### src/rtl/video_timing_gen.sv
// video_timing_gen
//
// Parametrised raster timing generator. It walks a pixel position (sx, sy)
// over a full frame of H_TOTAL x V_TOTAL positions. For each position it
// produces the sync, data-enable and start-strobe decode. It also keeps a
// wrapping count of completed frames.
//
// Line layout is active, front porch, sync, back porch. Frames use the same
// order, counted in whole lines.
//
// Ports
//   clk_pix      in   pixel clock
//   rst_pix      in   synchronous active-high reset, priority over en
//   en           in   advance enable; low freezes the position
//   sx, sy       out  current pixel position (CORDW bits)
//   hsync        out  horizontal sync, active level H_POL
//   vsync        out  vertical sync, active level V_POL (whole lines)
//   de           out  high inside the active picture
//   line_start   out  one-cycle strobe on entry to sx = 0
//   frame_start  out  one-cycle strobe on entry to (0,0)
//   frame_cnt    out  completed-frame count, wraps at 2**FRAMEW
//
// Every output is a register. Each register is loaded from the same next
// position, so the decode always matches the sx/sy shown in that cycle.
//
// state | meaning
// ------+-----------------------------------------------------------------
// IDLE  | after reset; outputs at reset values until en is first seen high
// RUN   | raster running; advances on en, freezes (strobes low) without it

module video_timing_gen #(
    parameter int CORDW    = 10,
    parameter int H_ACTIVE = 640,
    parameter int H_FP     = 16,
    parameter int H_SYNC   = 96,
    parameter int H_BP     = 48,
    parameter int V_ACTIVE = 480,
    parameter int V_FP     = 10,
    parameter int V_SYNC   = 2,
    parameter int V_BP     = 33,
    parameter int H_POL    = 0,
    parameter int V_POL    = 0,
    parameter int FRAMEW   = 16
) (
    input  logic              clk_pix,
    input  logic              rst_pix,
    input  logic              en,
    output logic [CORDW-1:0]  sx,
    output logic [CORDW-1:0]  sy,
    output logic              hsync,
    output logic              vsync,
    output logic              de,
    output logic              line_start,
    output logic              frame_start,
    output logic [FRAMEW-1:0] frame_cnt
);

    localparam int H_TOTAL = H_ACTIVE + H_FP + H_SYNC + H_BP;
    localparam int V_TOTAL = V_ACTIVE + V_FP + V_SYNC + V_BP;

    localparam logic [CORDW-1:0] H_LAST   = CORDW'(H_TOTAL - 1);
    localparam logic [CORDW-1:0] V_LAST   = CORDW'(V_TOTAL - 1);
    localparam logic [CORDW-1:0] H_ACT_END = CORDW'(H_ACTIVE);
    localparam logic [CORDW-1:0] V_ACT_END = CORDW'(V_ACTIVE);
    localparam logic [CORDW-1:0] HS_BEG   = CORDW'(H_ACTIVE + H_FP);
    localparam logic [CORDW-1:0] HS_END   = CORDW'(H_ACTIVE + H_FP + H_SYNC);
    localparam logic [CORDW-1:0] VS_BEG   = CORDW'(V_ACTIVE + V_FP);
    localparam logic [CORDW-1:0] VS_END   = CORDW'(V_ACTIVE + V_FP + V_SYNC);

    localparam logic HS_ON = (H_POL != 0);
    localparam logic VS_ON = (V_POL != 0);

    typedef enum logic {
        IDLE = 1'b0,
        RUN  = 1'b1
    } state_t;

    state_t state, state_n;

    logic [CORDW-1:0]  sx_n, sy_n;
    logic [FRAMEW-1:0] frame_cnt_n;
    logic              hsync_n, vsync_n, de_n;
    logic              line_start_n, frame_start_n;
    logic              load;

    function automatic logic in_window(input logic [CORDW-1:0] v,
                                       input logic [CORDW-1:0] lo,
                                       input logic [CORDW-1:0] hi);
        return (v >= lo) && (v < hi);
    endfunction

    always_ff @(posedge clk_pix) begin
        if (rst_pix) begin
            state       <= IDLE;
            sx          <= '0;
            sy          <= '0;
            hsync       <= ~HS_ON;
            vsync       <= ~VS_ON;
            de          <= 1'b0;
            line_start  <= 1'b0;
            frame_start <= 1'b0;
            frame_cnt   <= '0;
        end else begin
            state       <= state_n;
            sx          <= sx_n;
            sy          <= sy_n;
            hsync       <= hsync_n;
            vsync       <= vsync_n;
            de          <= de_n;
            line_start  <= line_start_n;
            frame_start <= frame_start_n;
            frame_cnt   <= frame_cnt_n;
        end
    end

    always_comb begin
        state_n       = state;
        sx_n          = sx;
        sy_n          = sy;
        frame_cnt_n   = frame_cnt;
        line_start_n  = 1'b0;
        frame_start_n = 1'b0;
        hsync_n       = hsync;
        vsync_n       = vsync;
        de_n          = de;
        load          = 1'b0;

        unique case (state)
            IDLE: begin
                if (en) begin
                    state_n       = RUN;
                    sx_n          = '0;
                    sy_n          = '0;
                    line_start_n  = 1'b1;
                    frame_start_n = 1'b1;
                    load          = 1'b1;
                end
            end
            RUN: begin
                if (en) begin
                    load = 1'b1;
                    if (sx == H_LAST) begin
                        sx_n         = '0;
                        line_start_n = 1'b1;
                        if (sy == V_LAST) begin
                            sy_n          = '0;
                            frame_start_n = 1'b1;
                            frame_cnt_n   = frame_cnt + FRAMEW'(1);
                        end else begin
                            sy_n = sy + CORDW'(1);
                        end
                    end else begin
                        sx_n = sx + CORDW'(1);
                    end
                end
            end
            default: begin
                state_n = IDLE;
            end
        endcase

        // Decode is taken from the next position so it lands in the same
        // cycle as the sx/sy it describes.
        if (load) begin
            de_n    = (sx_n < H_ACT_END) && (sy_n < V_ACT_END);
            hsync_n = in_window(sx_n, HS_BEG, HS_END) ? HS_ON : ~HS_ON;
            vsync_n = in_window(sy_n, VS_BEG, VS_END) ? VS_ON : ~VS_ON;
        end
    end

endmodule

### config.mk
export PLATFORM = sky130hd
export DESIGN_NAME = video_timing_gen
export DESIGN_NICKNAME = d
export VERILOG_FILES = /design/src/rtl/video_timing_gen.sv
export SDC_FILE = /design/constraint.sdc
export NUM_CORES = 1
export LEC_CHECK = 0
export ABC_AREA = 1
export CAP_MARGIN = 20
export CORE_AREA = 2 2 79 81
export DETAILED_ROUTE_END_ITERATION = 8
export DIE_AREA = 0 0 81 83
export HOLD_SLACK_MARGIN = 0.05
export PLACE_DENSITY = 0.68
export RECOVER_POWER = 25
export SYNTH_ARGS = -nofsm -noshare
export SYNTH_HDL_FRONTEND = slang
export SYNTH_SLANG_ARGS = --single-unit
### constraint.sdc
create_clock -name clk_pix -period 3.6 [get_ports clk_pix]
set_input_delay 0.72 -clock clk_pix [delete_from_list [all_inputs] [get_ports clk_pix]]
set_output_delay 0.72 -clock clk_pix [all_outputs]
set_load 0.005 [all_outputs]
==> out/results.txt <==
RSZ-0062 raised after global routing = false
Vias in the first global route = 2265
Register area share after synthesis = 0.330
Die Span Y = 83 microns
Drt first-iter violations = 191
Ys async rst share = 0
Post-DR vias/cell = 5.12
DIE AREA = 6720 sq um
Sw frac = 0.234
Largest area contributor in the netlist = dfxtp_1
Post-DR wirelength/cell = 12.6 microns
Final cell utilization of the core = 0.546
CTS clock-pin slew for the worst setup and hold paths = 0.08 ns
CP required = 3.80 ns
Top cells by count, synth = nand2_1, inv_1, nor2_1
Startpoint Class = primary input
Reg2Reg Capture Point = vsync
Largest net degree at the start of global routing = 26
CP Depth = 10
Delay-heaviest family, CP = simple AND/OR/NAND/NOR gates
Warnings, synthesis = 0
FF-to-FF path depth = 14
Row count = 28
CP max stage cell = dlygate4sd3_1
Slew margin rel. = 0.503
WL final = 6530 microns
Cells after Synth = 397
Latest clock arrival within the worst-skew pair = 0.30 ns
Worst Tran Pin Value = 0.742 ns
Worst path cell trace = dlygate4sd3_1 -> clkbuf_1 -> nor2_1 -> inv_1 -> nor2_1 -> a21oi_1 -> nor3b_1 -> nand3_1 -> nand2_1 -> nand2_1
Crit path arrival time = 3.10 ns
Drt pass-1 iters = 5
HP Class = flip-flop to flip-flop
Clk_skew = 0.00901 ns
Root buf cell = clkbuf_8
M2 GR Usage = 0.302
Ant. Diodes = 0
Crit-path max cell delay = 0.67 ns
Switching Power = 0.000211 W
CTS tree = done
Core area = 5820 sq um
Flop pwr share = 0.525
Status = completed
I/O pins = 44
Hold buffers post-CTS = 0
PortBufs = 43
Launching point of the worst reg2reg path = sx[0]
WHS Endpoint = frame_cnt[7]
CP bufs+invs = 3
Post-Syn Area = 2550 sq um
Minimum clock period after layout = 2.90 ns
Routability cong. = 0.906
Post-route ant nets = 0
Yosys top cell area share = 0.330
Worst vdd ir = 0.198 mV
Clock power share = 0.422
P_leak = 1.32 nW
Final Max Tran Viols = 0
GR peak layer = met2
MaxCap Viol Count = 0
CTS Buffer Depth = 2
Post_cts resized = 0
Post-synth EDFFs = 0
DP Wirelength = 4910 microns
Setup_tns = 0 ns
Clk sinks = 42
Period utilization = 0.805
Crit end category = flip-flop
Nets = 450
Crit-path max FO = 9
Setup slack, reg-to-reg = 1.40 ns
Ys flop type = dfxtp_1
FMAX = 345 MHz
Setup CP Type = primary input to flip-flop
P_int = 0.000692 W
Syn nets = 404
Total number of vias = 2657
Met1 Use GR = 0.285
Most common cell in the netlist = nand2_1
P per Cell Area = 285 nW/um^2
Die X = 81 microns
Mapped Avg Cell Area = 6.43 sq um
Area Overhead vs Synth = 24.4%
GRT Overall Usage = 0.199
Post-route DRC = 0
GR met3 Demand/Resource = 0.0380
Synth area leaders = dfxtp_1, nand2_1, inv_1, nor2_1, nand3_1
FF+latch count, synth = 42
Hold Path Origin = frame_cnt[7]
Layout cells sized above 1 = 0.0901
Initial antenna violation count = 0
CTS Buf Count = 5
Synth cell types = 37
Hold Crit Depth = 2
Global route overflow = 0
Starting density of the core = 0.439
Endpoints failing setup = 0
Final Hold Fails = 0
# H-tree levels = 2
Global-route wire length before repair = 10700 microns
Post-CTS Setup Bufs = 0
Combinational Power Share = 0.052
## layout by cell type, fill, tap and decap left out, drive strengths merged, types with 2 or more instances in the layout
cell,n
clkdlybuf4s50,26
dlygate4sd3,17
nor3b,2
nor3,8
dfxtp,42
a21oi,25
clkbuf,7
o21bai,5
nor2,64
buf,2
xor2,2
nor4,3
nand4,9
a221oi,2
o21ai,14
inv,60
nand2,105
nand3,36
ha,4
## worst max path at each step
stage | from | end | slack (ns)
after floorplan | en | hsync | 1.58
after global placement | en | hsync | 0.76
after detailed placement | en | frame_cnt[10] | 0.72
after CTS | en | frame_cnt[10] | 1.04
after global routing | en | hsync | 0.48
final | en | hsync | 0.70
## worst reg2reg max path, stage by stage, from the launching register on
cell,delay (ns)
dfxtp_1,0.40
ha_1,0.24
nand2_2,0.11
nor2_8,0.19
nand3_2,0.22
nand2_1,0.23
nand2_1,0.13
nand3_1,0.10
nand2_1,0.05
inv_1,0.07
nand2_1,0.07
nor2_1,0.14
nand2_1,0.07
nand2_1,0.06
nand2_1,0.05
## per-layer routing
metal / wire [microns] / up-vias
met5: 0 / -
met4: 74 / 0
met3: 269 / 6
met2: 3050 / 58
met1: 3130 / 1228
li1: - / 1365
## state kept, by name (all words and copies together) (netlist names)
name and cells:
line_start 1, frame_cnt 16, frame_start 1, de 1
state 1, hsync 1, vsync 1, sx 10
sy 10
## power groups by stage
stage               sequential (W)  combinational [W]  clock [W]
finish                    0.000475          0.0000471   0.000382
global route              0.000475          0.0000533   0.000412
CTS                       0.000475          0.0000494   0.000389
detailed placement        0.000485          0.0000491          0
global placement          0.000486          0.0000487          0
floorplan                 0.000483          0.0000303          0
## kinds of logic after synthesis
group	synth area share
buffers and inverters	0.101
AOI/OAI and AO/OA	0.120
xor gates and xnor gates	0.0103
adders and majority gates	0.0196
DFF	0.330
and+or+nand+nor	0.420
## through the flow
stage                     worst slack (ns)  total power, W  instance area, sq um  hold slack (ns)  cells
after detailed placement             0.717        0.000535                  3070            0.456    511
after global placement               0.762        0.000534                  3070            0.454    511
after global routing                 0.478        0.000941                  3170            0.494    519
final                                0.701        0.000903                  3170            0.465    519
after CTS                             1.04        0.000914                  3180            0.468    519
after floorplan                       1.58        0.000513                  2550            0.452    397
## final cells by class
type                    count  area, sq um
fillers                   604         2640
multi-input cells         287         1450
flip-flops and latches     42          841
repair buffers             46          449
inverters                  61          229
well taps                  75         93.8
clock buffers               6         72.6
clock inverters             2         37.5
Note: power is estimated with default switching activity, not from simulation.
